===== config.mk =====
export PLATFORM = sky130hd
export DESIGN_NAME = irq_ctl
export DESIGN_NICKNAME = d
export VERILOG_FILES = /design/src/rtl/irq_pkg.sv /design/src/rtl/prio_enc4.sv /design/src/rtl/irq_ctl.sv
export SDC_FILE = /design/constraint.sdc
export NUM_CORES = 1
export LEC_CHECK = 0
export CAP_MARGIN = 20
export CORE_MARGIN = 4
export CORE_UTILIZATION = 37
export CTS_BUF_LIST = sky130_fd_sc_hd__clkbuf_4
export DETAILED_ROUTE_END_ITERATION = 8
export PLACE_DENSITY = 0.78
export SLEW_MARGIN = 20
export SYNTH_ARGS = -nofsm -noshare
export SYNTH_HDL_FRONTEND = slang
export SYNTH_HIERARCHICAL = 1
export SYNTH_SLANG_ARGS = --single-unit

===== constraint.sdc =====
create_clock -name clock -period 1.6 [get_ports clock]
set_input_delay 0.16 -clock clock [delete_from_list [all_inputs] [get_ports clock]]
set_output_delay 0.16 -clock clock [all_outputs]
set_load 0.03 [all_outputs]

===== src/rtl/irq_pkg.sv =====
// Shared constants for the interrupt controller: FSM state encoding,
// source numbering, register offsets and the vector address helper.
package irq_pkg;

  // Request handshake states; the encoding is visible to software in IVEC.
  typedef enum logic [1:0] {
    S_IDLE = 2'd0,
    S_REQ  = 2'd1,
    S_SVC  = 2'd2
  } state_t;

  // Interrupt sources, lowest number has the highest priority.
  localparam int unsigned SRC_KBD   = 0;
  localparam int unsigned SRC_TMR   = 1;
  localparam int unsigned SRC_VSYNC = 2;
  localparam int unsigned SRC_SPARE = 3;
  localparam int unsigned NUM_SRC   = SRC_SPARE + 1;

  // Port offsets from the block base address.
  localparam logic [15:0] OFS_IMASK = 16'd0;
  localparam logic [15:0] OFS_IPEND = 16'd1;
  localparam logic [15:0] OFS_IVEC  = 16'd2;

  // IMASK layout: bit7 global enable, bits[3:0] per-source enables.
  localparam int unsigned GIE_BIT     = 7;
  localparam logic [7:0]  IMASK_WMASK = 8'h8F;

  // Vectors are two words apart, starting at the source-0 vector.
  function automatic logic [15:0] vec_addr(input logic [15:0] base,
                                           input logic [1:0]  idx);
    return base + {13'b0, idx, 1'b0};
  endfunction

endpackage


===== src/rtl/prio_enc4.sv =====
// Four-input fixed-priority encoder: the lowest set request bit wins.
module prio_enc4 (
  input  logic [3:0] i_req,
  output logic       o_valid,
  output logic [1:0] o_idx
);

  // Scan from the highest index down so the lowest set bit is written last.
  always_comb begin
    o_valid = |i_req;
    o_idx   = 2'd0;
    for (int i = 3; i >= 0; i--) begin
      if (i_req[i]) begin
        o_idx = i[1:0];
      end
    end
  end

endmodule


===== src/rtl/irq_ctl.sv =====
// Interrupt controller for the AVR soft core I/O space. Peripheral event
// pulses are captured into pending bits, masked, and presented to the CPU
// one at a time through an irq/ack/reti handshake. IMASK, IPEND and IVEC
// are readable on the port bus; the read data is zero for other addresses
// so it can be OR-ed with the existing peripheral read mux.
module irq_ctl
  import irq_pkg::*;
#(
  parameter logic [15:0] BASE     = 16'h0024,
  parameter logic [15:0] VEC_BASE = 16'h0002
) (
  input  logic        clock,
  input  logic        reset_n,
  input  logic [15:0] a,
  input  logic [7:0]  o,
  input  logic        w,
  input  logic        r,
  output logic [7:0]  p,
  input  logic [3:0]  ev,
  output logic        irq,
  output logic [15:0] irq_vec,
  input  logic        irq_ack,
  input  logic        reti
);

  // Architectural registers.
  logic [7:0]  r_imask;
  logic [3:0]  r_pend;
  state_t      r_state;
  logic [1:0]  r_idx;
  logic        r_in_svc;
  logic        r_irq;
  logic [15:0] r_irq_vec;

  // Address decode and write strobes.
  logic        w_sel_imask;
  logic        w_sel_ipend;
  logic        w_sel_ivec;
  logic        w_wr_imask;
  logic        w_wr_ipend;

  // Arbitration.
  logic        w_gie;
  logic [3:0]  w_cand;
  logic        w_cand_valid;
  logic [1:0]  w_cand_idx;
  logic        w_req_live;

  // Next-state values.
  state_t      w_state_next;
  logic [1:0]  w_idx_next;
  logic        w_in_svc_next;
  logic        w_irq_next;
  logic [15:0] w_irq_vec_next;
  logic [3:0]  w_ack_clr;
  logic [3:0]  w_sw_clr;
  logic [3:0]  w_pend_next;
  logic [7:0]  w_ivec;

  // Reads have no side effects, so the read strobe and the unimplemented
  // IMASK data bits are deliberately not consumed.
  logic        w_unused;
  assign w_unused = &{1'b0, r, o[6:4]};

  assign w_sel_imask = (a == BASE + OFS_IMASK);
  assign w_sel_ipend = (a == BASE + OFS_IPEND);
  assign w_sel_ivec  = (a == BASE + OFS_IVEC);
  assign w_wr_imask  = w & w_sel_imask;
  assign w_wr_ipend  = w & w_sel_ipend;

  // Candidates ignore pending bits whose source or global enable is off.
  assign w_gie  = r_imask[GIE_BIT];
  assign w_cand = r_pend & r_imask[3:0] & {NUM_SRC{w_gie}};

  prio_enc4 u_prio (
    .i_req   (w_cand),
    .o_valid (w_cand_valid),
    .o_idx   (w_cand_idx)
  );

  // The outstanding request stays valid only while its pend bit, its enable
  // and GIE are all still set.
  assign w_req_live = r_pend[r_idx] & r_imask[r_idx] & w_gie;

  // Software clear (write-one-to-clear) and the clear from an accepted ack.
  assign w_sw_clr  = w_wr_ipend ? o[3:0] : 4'b0000;
  assign w_ack_clr = ((r_state == S_REQ) && irq_ack) ? (4'b0001 << r_idx) : 4'b0000;

  // Per-source capture: a new event always wins over a clear in the same cycle.
  for (genvar gi = 0; gi < NUM_SRC; gi++) begin : g_pend
    assign w_pend_next[gi] = ev[gi] | (r_pend[gi] & ~w_sw_clr[gi] & ~w_ack_clr[gi]);
  end

  // Mask and pending register update.
  always_ff @(posedge clock or negedge reset_n) begin
    if (!reset_n) begin
      r_imask <= 8'h00;
      r_pend  <= 4'h0;
    end else begin
      r_pend <= w_pend_next;
      if (w_wr_imask) begin
        r_imask <= o & IMASK_WMASK;
      end
    end
  end

  // FSM state register together with the registered handshake outputs.
  always_ff @(posedge clock or negedge reset_n) begin
    if (!reset_n) begin
      r_state   <= S_IDLE;
      r_idx     <= 2'd0;
      r_in_svc  <= 1'b0;
      r_irq     <= 1'b0;
      r_irq_vec <= VEC_BASE;
    end else begin
      r_state   <= w_state_next;
      r_idx     <= w_idx_next;
      r_in_svc  <= w_in_svc_next;
      r_irq     <= w_irq_next;
      r_irq_vec <= w_irq_vec_next;
    end
  end

  // FSM next-state logic; an ack in REQ takes precedence over withdrawal.
  always_comb begin
    w_state_next = r_state;
    case (r_state)
      S_IDLE: begin
        if (w_cand_valid) begin
          w_state_next = S_REQ;
        end
      end
      S_REQ: begin
        if (irq_ack) begin
          w_state_next = S_SVC;
        end else if (!w_req_live) begin
          w_state_next = S_IDLE;
        end
      end
      S_SVC: begin
        if (reti) begin
          w_state_next = S_IDLE;
        end
      end
      default: begin
        w_state_next = S_IDLE;
      end
    endcase
  end

  // FSM outputs: latch the winner and its vector only when leaving IDLE.
  always_comb begin
    w_idx_next     = r_idx;
    w_irq_vec_next = r_irq_vec;
    w_irq_next     = (w_state_next == S_REQ);
    w_in_svc_next  = (w_state_next == S_SVC);
    if ((r_state == S_IDLE) && w_cand_valid) begin
      w_idx_next     = w_cand_idx;
      w_irq_vec_next = vec_addr(VEC_BASE, w_cand_idx);
    end
  end

  assign w_ivec = {r_in_svc, 1'b0, r_state, 2'b00, r_idx};

  // Port read mux; zero outside this block's three addresses.
  always_comb begin
    p = 8'h00;
    if (w_sel_imask) begin
      p = r_imask;
    end else if (w_sel_ipend) begin
      p = {4'b0000, r_pend};
    end else if (w_sel_ivec) begin
      p = w_ivec;
    end
  end

  assign irq     = r_irq;
  assign irq_vec = r_irq_vec;

endmodule

Word-level counts from Yosys, hierarchy flattened
Index checks and enable logic that the tools add are counted.

word-level totals
  register bits = 31
  output and inout port bits = 25

operators by class
  add/sub/neg operators = 1
  order comparisons = 2
  equal/unequal tests = 7
  shift operators = 1
  mux-type cells = 18
  bitwise gates (word level) = 26
  reductions and logical operators = 4

operators by type and width
  kind                                                         count
  equality test 16 x 6 -> 1 bit (second input constant)        3
  two-way mux 8 bit                                            3
  two-way mux 2 bit                                            8
  AND 1 bit                                                    12
  AND 4 bit                                                    2
  two-way mux 4 bit                                            2
  inverter 1 bit                                               8
  case mux 2 bit (3 select lines)                              1
  adder 2 x 3 -> 4 bit (first input constant)                  1
  binary-select mux 1 bit (select 2 bit)                       2
  equality test 2 x 1 -> 1 bit (second input constant)         2
  equality test 2 bit (second input constant)                  2
  less-than comparator 2 x 4 -> 1 bit (second input constant)  1
  OR 1 bit                                                     4
  OR reduction 4 bit                                           1
  << shifter 1 x 2 -> 4 bit (first input constant)             1
  less-than comparator 2 x 3 -> 1 bit (second input constant)  1
  logical AND 1 bit                                            2
  zero test 2 bit                                              1
  two-way mux 1 bit                                            2

Depth between registers and ports, before layout
  depth after elaboration = 8
  mapped depth = 6
  mapped depth without buffers = 6

By module
The synthesis kept the hierarchy.

by module, submodules not included
  module     instances  cells each  area an instance (um^2)  seq. area each (um^2)
  irq_ctl    1          122         1,146.1                  451.7
  prio_enc4  1          7           35.0                     0.0

Least setup slack after synthesis
No wires, ideal clock.

  kind = in2out
  start point = in a[7]
  end point = out p[2]
  arrival time = 1.468 ns
  setup slack = -0.028 ns
  stages on the path = 4
  path buffers = 1
  path through = nor4b_2 nand4_2 buf_6 nor3_1

on the way
  cells in the longest elaborated chain, start to end = 3

ends and longest elaborated chain
  item                           RTL line        source
  start, declared                irq_ctl.sv:14   input logic [15:0] a,
  equality test 16 x 6 -> 1 bit  irq_ctl.sv:66   assign w_sel_ipend = (a == BASE + OFS_IPEND);
  two-way mux 8 bit              irq_ctl.sv:170  end else if (w_sel_ipend) begin
  two-way mux 8 bit *            irq_ctl.sv:168  if (w_sel_imask) begin
  end, declared                  irq_ctl.sv:18   output logic [7:0] p,

Mark *: on every way between the ends. The rest lies on a longest branch, timed or not.

Worst setup path in the final report
  start point = in a[3]
  end point = out p[5]

on the way
  cells in the longest elaborated chain, start to end = 4

ends and longest elaborated chain
  item                           RTL line        source
  equality test 16 x 6 -> 1 bit  irq_ctl.sv:67   assign w_sel_ivec = (a == BASE + OFS_IVEC);
  two-way mux 8 bit              irq_ctl.sv:172  end else if (w_sel_ivec) begin
  two-way mux 8 bit              irq_ctl.sv:170
  two-way mux 8 bit *            irq_ctl.sv:168

Marked as above.

==> reports/results.tsv <==
stage	metric	value	unit
final_layout	fin cells	225	
clock_tree	hold buffer count at CTS	0	
synth	Synth top area share	0.360	
floorplan	core area	0.00305	mm^2
final_layout	number of fill cells in the layout	288	
sta	Fin. Hold Viols	0	
setup_path	r2r startpoint	r_imask[7]	
sta	minimum clock period	1540	ps
grt	first-pass GRT wire length	4970	um
clock_tree	Worst-Skew Late Latency	290	ps
synth	Primary FF master, synth	dfrtp_1	
clock_tree	total CTS buffers	3	
final_layout	diodes inserted	0	
placed_design	HPWL after detailed placement	2350	um
placed_design	Final GP Congestion	0.822	
floorplan	row count	20	
synth	Cell Area, Synth	0.00118	mm^2
routing	ANT nets after route	0	
routing	average wire per standard cell	13.2	um
clock_tree	Clock transition at path regs	110	ps
placed_design	dpl cells	217	
grt	number of antenna violations at the first check in global routing	0	
floorplan	die area	0.00416	mm^2
setup_path	WP data required	1440	ps
final_layout	ratio of cells with drive above 1 in the final layout	0.254	
worst_hold_path	HP Class	in2async	
power	Peak VDD IR	301	uV
synth	Synthesis Warnings	6	
synth	largest cells by area after synthesis	dfrtp_1, buf_4, nand2_1	
clock_tree	CTS H-tree lvls	1	
floorplan	die extent in y	64.5	um
synth	Yosys cell types	34	
setup_path	CP max stage delay	290	ps
setup_path	CP arrival	1380	ps
routing	routed wire length	2970	um
placed_design	# port buffers	40	
floorplan	Initial Util	0.387	
floorplan	# IOs	59	
synth	area leader, netlist	dfrtp_1	
synth	syn avg cell area	9.16	um^2
clock_tree	CTS tree	done	
synth	Syn Inst Count	129	
final_layout	Storage cell area	452	um^2
routing	vias	1094	
setup_path	Critical R2R Capture	irq_vec[2]	
grt	largest net degree at the start of global routing	11	
grt	vias in the first global route	1105	
setup_path	CP cell instances	clkdlybuf4s15_1 > nor4b_4 > nand4_2 > buf_6 > nor2b_4 > and2_4 > buf_6	
floorplan	die width	64.5	um
setup_path	slowest cell on the critical path	nor4b_4	
setup_path	cell mode on critical path	buf_6	
routing	DRC Markers	0	
clock_tree	Num Clock Sinks	18	
power	Power, Total	860	uW
clock_tree	clock buffer depth	2	
setup_path	Worst Setup End Kind	output pin	
setup_path	end point of the critical path	p[5]	
status	outcome	completed	
setup_path	critical path class	in2out	
synth	asr flop ratio synth	1.00	
sta	final worst path period share	0.964	
power	P per Cell Area	501	mW/mm^2
clock_tree	CTS Root Cell	clkbuf_4	
sta	fmax	648	MHz
synth	register area share after synthesis	0.382	
grt	Congestion Overflow GR	0	
setup_path	critical path startpoint category	input pin	
synth	#FFs+latches synth	18	
final_layout	Area Growth Syn to Fin	45.3	%
setup_path	Worst R2R Path Depth	5	
routing	Initial DRC Count	26	
routing	Pre-antenna DRT Iters	4	
power	static leakage	0.845	nW
flow_run	Max-Cap Viols	0	
sta	setup violators final	0	
setup_path	worst reg-to-reg setup slack	110	ps
final_layout	multi-input logic area	692	um^2
sta	Pins Over Slew Limit	0	
setup_path	Critical Path Fanout Max	5	
final_layout	nets	217	
synth	Post-synth EDFFs	0	
setup_path	crit path from	a[3]	
routing	Vias/cell	4.86	
grt	GRT Total Usage	0.150	
sta	skew final	10.5	ps
## power by group
| part | total, mW | switching, mW | internal [mW] |
|---|---|---|---|
| Sequential | 0.455 | 0.0000632 | 0.455 |
| Clock | 0.229 | 0.138 | 0.0908 |
| Combinational | 0.177 | 0.0962 | 0.0804 |
## final cells by class
| cell class | count | share of cell area |
|---|---|---|
| multi-input combinational | 104 | 0.403 |
| timing repair buffer | 54 | 0.284 |
| sequential | 18 | 0.263 |
| tap | 44 | 0.0321 |
| clock buffer | 3 | 0.0131 |
| clock inverter | 1 | 0.00219 |
| inverter | 1 | 0.00219 |
## cell families (layout without fill, tap and decap cells)
| kind of cell | after synthesis | in the layout | share of synthesized area |
|---|---|---|---|
| AO/OA/AOI/OAI | 17 | 17 | 0.0985 |
| flip-flops | 18 | 18 | 0.382 |
| buffers and inverters | 20 | 59 | 0.114 |
| adder cells (fa/ha/maj) | 1 | 1 | 0.0106 |
| other | 1 | 14 | 0.00317 |
| AND/OR/NAND/NOR | 62 | 62 | 0.301 |
| multiplexers | 10 | 10 | 0.0900 |
## metal layers
layer / up-vias / share of wire / GRT usage
li1: 522 / - / -
met1: 518 / 0.43 / 0.171
met2: 50 / 0.49 / 0.272
met3: 4 / 0.074 / 0.0503
met4: 0 / 0.010 / 0.0317
met5: - / 0 / 0
## placed cells by master (no fill, tap or decap), types with 3 or more instances in the layout
| cell type | count |
|---|---|
| mux2_2 | 5 |
| nor4b_4 | 3 |
| clkbuf_4 | 3 |
| o21ai_0 | 5 |
| dlygate4sd2_1 | 5 |
| nand3_1 | 3 |
| dfrtp_1 | 17 |
| buf_4 | 15 |
| mux2i_1 | 5 |
| clkdlybuf4s50_1 | 18 |
| nor3_1 | 4 |
| nand2_1 | 24 |
| nor2_1 | 9 |
| clkbuf_2 | 3 |
| clkdlybuf4s15_1 | 5 |
| and3_1 | 4 |
| conb_1 | 14 |
| buf_6 | 5 |
## flip-flops by register name (all words and copies together), names as in the netlist
name,flops
r_idx,2
r_state,2
r_in_svc,1
r_imask,5
irq_vec,3
irq,1
r_pend,4
## cells in the mapped netlist, drive strengths merged, types with 4 or more instances
cell type,count
nand2,24
dfrtp,17
buf,16
nor2,9
nor3,6
mux2,5
mux2i,5
o21ai,5
and3,4
## worst max-delay path, delay by kind of cell
| family | cells | cell delay (ps) |
|---|---|---|
| simple gates | 4 | 720 |
| buf+inv | 3 | 500 |
## repair_timing
action	CTS	global route
endpoints found under the setup margin	15	13
cloned	1	0
buffers inserted	3	0
hold endpoints to repair	0	0
pin swaps	6	5
resized for setup	23	18
## metrics by stage
stage / TNS (ps) / util / setup WS [ps] / instance area, um^2 / hold slack, ps
2_1_floorplan: -83.5 / - / -27.8 / 1230 / -136
3_3_place_gp: -4030 / 0.528 / -364 / 1610 / 458
3_5_place_dp: -4810 / 0.528 / -433 / 1610 / 473
4_1_cts: 0 / 0.555 / 15.1 / 1700 / 141
5_1_grt: -32.4 / 0.562 / -32.4 / 1720 / 165
6_report: 0 / 0.562 / 57.2 / 1720 / 146
## worst min path at each step
stage | startpoint | endpoint | cells past startpoint | slack (ps)
after floorplan | reset_n | irq | 0 | -140
after global placement | irq_vec[2] | irq_vec[2] | 2 | 460
after detailed placement | irq_vec[2] | irq_vec[2] | 2 | 470
after CTS | reset_n | r_idx[1] | 1 | 140
after global routing | reset_n | r_idx[1] | 1 | 160
final | reset_n | r_idx[0] | 1 | 150
Note: power is estimated with default switching activity, not from simulation.
